<file path="src/rtl/wb_arb_pkg.sv">
// -----------------------------------------------------------------------------
// wb_arb_pkg
// Shared definitions for the register-file write-port arbiter:
//   - default sizing for the LLU result FIFO, starvation limit and datapath
//   - grant-source encoding used by the arbiter's per-cycle decision
//   - helper that sizes the per-register pending counters
// Optional feature macro used by the arbiter: WB_ARB_SCOREBOARD_EN
// -----------------------------------------------------------------------------
package wb_arb_pkg;

    localparam int WB_ARB_DEPTH      = 4;
    localparam int WB_ARB_STARVE_MAX = 8;
    localparam int WB_ARB_DATA_W     = 32;
    localparam int WB_ARB_ADDR_W     = 5;

    // Which source owns the register-file write port this cycle.
    localparam logic [1:0] GNT_NONE = 2'd0;
    localparam logic [1:0] GNT_WB   = 2'd1;
    localparam logic [1:0] GNT_LLU  = 2'd2;

    // A pending counter must reach DEPTH (every FIFO entry aimed at one
    // register), so it needs one bit more than the FIFO pointer.
    function automatic int pend_cnt_w(input int depth);
        return $clog2(depth) + 1;
    endfunction

endpackage

</file>
<file path="src/rtl/wb_arb_fifo.sv">
// -----------------------------------------------------------------------------
// wb_arb_fifo
// Synchronous FIFO holding queued LLU results ({rd, data}) in arrival order.
// Ports:
//   clk, rst     clock, asynchronous active-high reset
//   push, wdata  enqueue request and entry (ignored while full)
//   pop          dequeue request (ignored while empty)
//   head         oldest entry, valid when !empty
//   full, empty  occupancy flags derived from registered state only
// -----------------------------------------------------------------------------
module wb_arb_fifo #(
    parameter int DEPTH   = 4,
    parameter int ENTRY_W = 37
) (
    input  logic               clk,
    input  logic               rst,
    input  logic               push,
    input  logic [ENTRY_W-1:0] wdata,
    input  logic               pop,
    output logic [ENTRY_W-1:0] head,
    output logic               full,
    output logic               empty
);

    localparam int              PTR_W   = $clog2(DEPTH);
    localparam logic [PTR_W:0]  DEPTH_C = (PTR_W + 1)'(DEPTH);

    logic [ENTRY_W-1:0] mem_q [DEPTH];
    logic [ENTRY_W-1:0] mem_d [DEPTH];
    logic [PTR_W-1:0]   wr_ptr_q, wr_ptr_d;
    logic [PTR_W-1:0]   rd_ptr_q, rd_ptr_d;
    logic [PTR_W:0]     count_q, count_d;
    logic               do_push;
    logic               do_pop;

    assign full  = (count_q == DEPTH_C);
    assign empty = (count_q == '0);
    assign head  = mem_q[rd_ptr_q];

    // Next-state: storage write, pointer advance (wraps because DEPTH is a
    // power of two) and occupancy.
    always_comb begin
        do_push  = push && !full;
        do_pop   = pop && !empty;
        mem_d    = mem_q;
        wr_ptr_d = wr_ptr_q;
        rd_ptr_d = rd_ptr_q;
        count_d  = count_q;
        if (do_push) begin
            mem_d[wr_ptr_q] = wdata;
            wr_ptr_d        = wr_ptr_q + PTR_W'(1);
        end else begin
            wr_ptr_d = wr_ptr_q;
        end
        if (do_pop) begin
            rd_ptr_d = rd_ptr_q + PTR_W'(1);
        end else begin
            rd_ptr_d = rd_ptr_q;
        end
        case ({do_push, do_pop})
            2'b10:   count_d = count_q + (PTR_W + 1)'(1);
            2'b01:   count_d = count_q - (PTR_W + 1)'(1);
            default: count_d = count_q;
        endcase
    end

    // FIFO state registers.
    always_ff @(posedge clk or posedge rst) begin
        if (rst) begin
            for (int i = 0; i < DEPTH; i++) begin
                mem_q[i] <= '0;
            end
            wr_ptr_q <= '0;
            rd_ptr_q <= '0;
            count_q  <= '0;
        end else begin
            mem_q    <= mem_d;
            wr_ptr_q <= wr_ptr_d;
            rd_ptr_q <= rd_ptr_d;
            count_q  <= count_d;
        end
    end

endmodule

</file>
<file path="src/rtl/regfile_wb_arbiter.sv">
// -----------------------------------------------------------------------------
// regfile_wb_arbiter
// Shares the single register-file write port between the pipeline writeback
// stage and a long-latency unit (mul/div). LLU results are buffered in a FIFO;
// the pipeline has priority, but once the FIFO head has been blocked for
// STARVE_MAX consecutive cycles it is forced through and the pipeline is
// stalled for one cycle (it re-presents its write next cycle).
// Ports:
//   clk, rst                    clock, asynchronous active-high reset
//   wb_we, wb_rd, wb_data       pipeline writeback request
//   llu_valid/llu_ready         LLU result handshake (ready = FIFO not full)
//   llu_rd, llu_data            LLU result; rd 0 is accepted and dropped
//   wb_stall                    pipeline must hold WB this cycle
//   rf_we, rf_addr, rf_wdata    register-file write port
//   pend_vec                    registers with a queued LLU write
//                               (only when WB_ARB_SCOREBOARD_EN is defined)
// Optional feature macro: WB_ARB_SCOREBOARD_EN
// -----------------------------------------------------------------------------
module regfile_wb_arbiter
    import wb_arb_pkg::*;
#(
    parameter int DEPTH      = WB_ARB_DEPTH,
    parameter int STARVE_MAX = WB_ARB_STARVE_MAX,
    parameter int DATA_W     = WB_ARB_DATA_W,
    parameter int ADDR_W     = WB_ARB_ADDR_W
) (
    input  logic                 clk,
    input  logic                 rst,
    input  logic                 wb_we,
    input  logic [ADDR_W-1:0]    wb_rd,
    input  logic [DATA_W-1:0]    wb_data,
    input  logic                 llu_valid,
    output logic                 llu_ready,
    input  logic [ADDR_W-1:0]    llu_rd,
    input  logic [DATA_W-1:0]    llu_data,
    output logic                 wb_stall,
    output logic                 rf_we,
    output logic [ADDR_W-1:0]    rf_addr,
    output logic [DATA_W-1:0]    rf_wdata
`ifdef WB_ARB_SCOREBOARD_EN
    ,
    output logic [2**ADDR_W-1:0] pend_vec
`endif
);

    localparam int         ENTRY_W    = ADDR_W + DATA_W;
    localparam logic [7:0] STARVE_LIM = 8'(STARVE_MAX);

    logic               fifo_push;
    logic               fifo_pop;
    logic               fifo_full;
    logic               fifo_empty;
    logic [ENTRY_W-1:0] fifo_head;
    logic [ADDR_W-1:0]  head_rd;
    logic [DATA_W-1:0]  head_data;
    logic [1:0]         gnt;
    logic               force_llu;
    logic               wb_req;
    logic [7:0]         starve_q, starve_d;

    assign head_rd   = fifo_head[ENTRY_W-1:DATA_W];
    assign head_data = fifo_head[DATA_W-1:0];

    wb_arb_fifo #(
        .DEPTH   (DEPTH),
        .ENTRY_W (ENTRY_W)
    ) u_fifo (
        .clk   (clk),
        .rst   (rst),
        .push  (fifo_push),
        .wdata ({llu_rd, llu_data}),
        .pop   (fifo_pop),
        .head  (fifo_head),
        .full  (fifo_full),
        .empty (fifo_empty)
    );

    // Per-cycle grant: forced drain beats the pipeline, the pipeline beats a
    // normal drain. A pipeline write to x0 is not a request, so it frees the
    // port for the FIFO.
    always_comb begin
        force_llu = !fifo_empty && (starve_q == STARVE_LIM);
        wb_req    = wb_we && (wb_rd != '0);
        if (force_llu) begin
            gnt = GNT_LLU;
        end else if (wb_req) begin
            gnt = GNT_WB;
        end else if (!fifo_empty) begin
            gnt = GNT_LLU;
        end else begin
            gnt = GNT_NONE;
        end
    end

    // Handshake and write-port drive. rst gates the outputs directly so they
    // are quiet for the whole reset pulse, not just after the next edge.
    always_comb begin
        llu_ready = !rst && !fifo_full;
        fifo_push = llu_valid && llu_ready && (llu_rd != '0);
        fifo_pop  = (gnt == GNT_LLU);
        wb_stall  = !rst && force_llu;
        rf_we     = !rst && (gnt != GNT_NONE);
        case (gnt)
            GNT_LLU: begin
                rf_addr  = head_rd;
                rf_wdata = head_data;
            end
            default: begin
                rf_addr  = wb_rd;
                rf_wdata = wb_data;
            end
        endcase
    end

    // Starvation counter: counts consecutive cycles the head waits, saturating
    // at the limit so the force condition holds until the drain happens.
    always_comb begin
        if (fifo_empty || fifo_pop) begin
            starve_d = 8'd0;
        end else if (starve_q != STARVE_LIM) begin
            starve_d = starve_q + 8'd1;
        end else begin
            starve_d = starve_q;
        end
    end

    // Starvation counter register.
    always_ff @(posedge clk or posedge rst) begin
        if (rst) begin
            starve_q <= 8'd0;
        end else begin
            starve_q <= starve_d;
        end
    end

`ifdef WB_ARB_SCOREBOARD_EN
    localparam int NREG  = 2**ADDR_W;
    localparam int CNT_W = pend_cnt_w(DEPTH);

    logic [CNT_W-1:0] pend_q [NREG];
    logic [CNT_W-1:0] pend_d [NREG];

    // Pending counters: +1 on enqueue, -1 on dequeue of that rd; both in the
    // same cycle on the same register cancel out.
    always_comb begin
        for (int r = 0; r < NREG; r++) begin
            logic inc;
            logic dec;
            inc = fifo_push && (llu_rd == ADDR_W'(r));
            dec = fifo_pop && (head_rd == ADDR_W'(r));
            case ({inc, dec})
                2'b10:   pend_d[r] = pend_q[r] + CNT_W'(1);
                2'b01:   pend_d[r] = pend_q[r] - CNT_W'(1);
                default: pend_d[r] = pend_q[r];
            endcase
        end
    end

    // Pending-vector decode; x0 is never reported pending.
    always_comb begin
        pend_vec = '0;
        for (int r = 1; r < NREG; r++) begin
            pend_vec[r] = (pend_q[r] != '0);
        end
    end

    // Pending counter registers.
    always_ff @(posedge clk or posedge rst) begin
        if (rst) begin
            for (int r = 0; r < NREG; r++) begin
                pend_q[r] <= '0;
            end
        end else begin
            pend_q <= pend_d;
        end
    end
`endif

endmodule

</file>
<file path="config.mk">
export PLATFORM = sky130hd
export DESIGN_NAME = regfile_wb_arbiter
export DESIGN_NICKNAME = d
export VERILOG_FILES = /design/src/rtl/wb_arb_pkg.sv /design/src/rtl/wb_arb_fifo.sv /design/src/rtl/regfile_wb_arbiter.sv
export SDC_FILE = /design/constraint.sdc
export NUM_CORES = 1
export LEC_CHECK = 0
export BUFFER_PORTS_ARGS = -buffer_cell sky130_fd_sc_hd__buf_2
export CAP_MARGIN = 20
export CELL_PAD_IN_SITES_DETAIL_PLACEMENT = 1
export CELL_PAD_IN_SITES_GLOBAL_PLACEMENT = 1
export CORE_MARGIN = 4
export CORE_UTILIZATION = 30
export DETAILED_ROUTE_END_ITERATION = 6
export HOLD_SLACK_MARGIN = 0.02
export PLACE_DENSITY = 0.58
export SLEW_MARGIN = 40
export SYNTH_ARGS = -nofsm -noshare
export SYNTH_HDL_FRONTEND = slang
export SYNTH_SLANG_ARGS = --single-unit
</file>
<file path="constraint.sdc">
create_clock -name clk -period 7.6 [get_ports clk]
set_input_delay 0.38 -clock clk [delete_from_list [all_inputs] [get_ports clk]]
set_output_delay 0.38 -clock clk [all_outputs]
set_load 0.05 [all_outputs]
</file>
==> metrics.sh <==
RUN_STATUS='completed'
CLK_LATENCY_PS=420
SYN_TO_FINAL_GROWTH_PCT=19.1
GRT_FIRST_PASS_WIRELENGTH_MM=30.0
GRT-OVFL-TOTAL=0
VIAS_PER_CELL=4.82
CRIT_PATH_MAX_FANOUT=22
PLACE.DETAILED.INSTANCES=912
LAYOUT_COMMON_CELLS='mux2_2 (175), dfrtp_1 (161), buf_2 (117)'
WORSTSETUPSTARTPOINTTYPE='flop'
SYNTH_SEQUENTIAL_AREA_RATIO_PCT=52.6
DRT-WIRELENGTH-PER-CELL_UM=19.8
REQUIRED_PS=7220
SYNTH.CELL_AREA_UM2=7750
FF2FF_PATH_DEPTH=13
H_TREE_LEVELS=4
SYN-NUM-NETS=568
TOP_LEVEL_PORTS=118
CLOCK_NETWORK_FRACTION_OF_DESIGN_POWER_PCT=20.0
FILLERINSTANCES=2618
CLK_PIN_SLEW_PS=60
CP.ARRIVAL_PS=2900
TIMING.RR.END='u_fifo.count_q[2]$_DFFE_PP0P_'
MAX_SLEW.WORST_PIN.SLEW_PS=744
FP.COREAREA_UM2=25300
TIMING.FINAL.MAX_SLEW_VIOLATIONS=0
FMAX_MHz=305
POST_LAYOUT_NONFILLER_INSTANCES=945
CLOCK_TREE_FROM_TRITONCTS='yes'
HOLD_BUFFERS=0
FF2FF_SETUP_SLACK_PS=4420
SWITCHING_POWER_W=0.00158
FLOORPLAN.DIE.WIDTH_UM=169
POST_SYNTH_NUM_CELL_TYPES=32
GRT_MAX_DEGREE=95
POST_SYNTH_INST_COUNT=482
ROUTED_VIAS=4551
HPWLAFTERDP_MM=12.3
ANTENNA_CELLS=0
SYNTH.TOP_CELL.AREA_SHARE_PCT=52.6
STARTING_DENSITY_OF_THE_CORE_PCT=30.6
CLOCK_SINK_COUNT=163
P_SEQ_SHARE_PCT=36.1
ROUTABILITYCONGESTION=0.697
TOTAL_ROUTING_RESOURCE_UTILIZATION_AFTER_GLOBAL_ROUTING_PCT=13.6
DRT_ITER0_MARKERS=134
ANTENNA_FOUND_INITIAL=0
DIE_Y_UM=169
POST-SYNTH-TOP-AREA-CELL='dfrtp_1'
WORSTREG2REGSTART='starve_q[0]$_DFFE_PP0P_'
LEAKAGE_nW=4.10
NETLIST_TOP_CELLS_AREA='dfrtp_1 (53%), mux2_2 (25%), mux4_2 (11%)'
CAP_VIOL_MAX_COUNT=0
YS_SEQ_ELEMENTS=163
HOLD_VIOLATIONS=0
LAYOUT-DRIVE-GT1-SHARE_PCT=63.4
IR_DROP_mV=0.181
VIAS_IN_THE_FIRST_GLOBAL_ROUTE=5257
INTERNAL_POWER_W=0.00270
TOTALWIRELENGTH_MM=18.8
CRITPATHKIND='flop to output pin'
SYNTHESIS.YOSYS.WARNINGS=0
UNREPAIRED_SETUP_ENDPOINTS_AFTER_GLOBAL_ROUTING='no'
FINISH.NET_COUNT=688
SYN_AREA_PER_CELL_UM2=16.1
CLOCK-SKEW-FINAL_PS=8.12
CELLPOWERDENSITY_nW_PER_UM2=464
FLOORPLAN.DIE_AREA_UM2=28500
ANT_NETS=0
COMBINATIONALPOWERSHARE_PCT=43.9
CTS-BUFFERS-INSERTED=17
CTS-RESIZED-GATES=0
TIMING.MAX_SLEW.REL_SLACK_PCT=50.4
MOSTFREQUENTLAYOUTCELL='mux2_2'
SETUP-TNS-FINAL_PS=0
HP-CLASS='input pin to asynchronous set/reset pin'
ROOT_BUFFER='clkbuf_16'
CLOCKBUFFERDEPTH=2
TIMING.FINAL.CRIT_PERIOD_PS=3280
ROWS=58
FIRST_PASS_ITERS=4
FINAL.PERIOD_UTILIZATION_PCT=43.1
DRC=0
CTS_SETUP_BUFFERS=0
POWER_SWITCHING_SHARE_PCT=36.9
PLACE.PORT_BUFFERS=117
FINAL-SETUP-VIOL-COUNT=0
WORSTSETUPENDPOINTTYPE='output pin'
## Yosys cell counts
master	count
clkbuf_1	3
inv_1	13
nand3_1	5
o211ai_1	1
mux2_2	175
xor2_1	7
and3_1	3
a2111oi_4	1
or3_1	1
buf_6	14
nand2_2	4
nor3_1	1
xnor2_1	5
fa_1	1
or3_2	1
mux4_2	37
o21ai_1	1
nand2_1	2
dfrtp_1	163
mux2_4	10
nor2_1	10
ha_1	7
o21ai_0	2
buf_1	4
nor3b_1	1
buf_2	4
o21ai_2	1
or4b_4	1
nor4_1	1
or4_1	1
nor4b_4	1
a21oi_1	1
## state kept, by name, summed over array words and instances, names as in the netlist
signal / cells
u_fifo.mem_q: 148
u_fifo.wr_ptr_q: 2
starve_q: 8
u_fifo.count_q: 3
u_fifo.rd_ptr_q: 2
## power by group through the flow
stage / combinational, W / sequential (W) / clock [W]
after floorplan: 0.00159 / 0.00143 / 0
after global placement: 0.00185 / 0.00151 / 0
after detailed placement: 0.00191 / 0.00156 / 0
after CTS: 0.00192 / 0.00155 / 0.000884
after global routing: 0.00202 / 0.00160 / 0.000927
final: 0.00188 / 0.00155 / 0.000857
## cells by family (layout without fill, tap and decap cells)
kind of cell | after synthesis | after routing | share of synthesized area (%)
simple gates | 32 | 32 | 2.47
compound gates | 7 | 7 | 0.823
xor+xnor | 12 | 12 | 1.36
flops | 163 | 163 | 52.6
buf+inv | 38 | 171 | 3.26
mux | 222 | 222 | 38.1
fa+ha+maj | 8 | 8 | 1.39
## worst max-delay path, stage by stage, from the launching register on
cell	delay, ps
dfrtp_1	440
inv_1	80
ha_1	130
or4b_4	460
nor4b_4	350
o21ai_4	160
buf_4	290
mux2_4	330
buf_2	210
## how the worst max path moves through the flow
| stage | startpoint | endpoint | slack, ps |
|---|---|---|---|
| 4_1_cts | starve_q[0]$_DFFE_PP0P_ | rf_wdata[16] | 4010 |
| 6_report | starve_q[0]$_DFFE_PP0P_ | rf_wdata[22] | 4320 |
| 3_5_place_dp | starve_q[0]$_DFFE_PP0P_ | u_fifo.count_q[2]$_DFFE_PP0P_ | 4200 |
| 3_3_place_gp | starve_q[0]$_DFFE_PP0P_ | u_fifo.count_q[2]$_DFFE_PP0P_ | 4350 |
| 2_1_floorplan | rst | wb_stall | 2600 |
| 5_1_grt | starve_q[0]$_DFFE_PP0P_ | rf_wdata[16] | 4180 |
## metrics by stage
step	hold WS [ps]	util (%)	worst slack, ps	area [um2]	power (W)
floorplan	469	-	2600	7750	0.00302
global placement	481	34.0	4350	8620	0.00336
detailed placement	490	34.1	4200	8630	0.00348
CTS	205	36.4	4010	9220	0.00436
global route	147	36.5	4180	9230	0.00455
finish	91.4	36.5	4320	9230	0.00429
## per-layer routing
layer  vias to the layer above  global-route usage [%]  part of all wire [%]
met1                      2454                    17.6                    44
met2                        78                    23.2                    52
met4                         0                    3.18                  0.82
met5                         -                       0                     0
li1                       2010                       -                     -
met3                         9                    3.25                   3.3
## area by class of cell
class,count,area (um2),area share (%)
Clock buffer,21,460,4.99
Clock inverter,11,128,1.38
Sequential cell,163,4080,44.2
Timing Repair Buffer,126,664,7.20
Multi-Input combinational cell,281,3430,37.1
Inverter,13,56.3,0.610
Tap cell,330,413,4.47
Note: power is estimated with default switching activity, not from simulation.
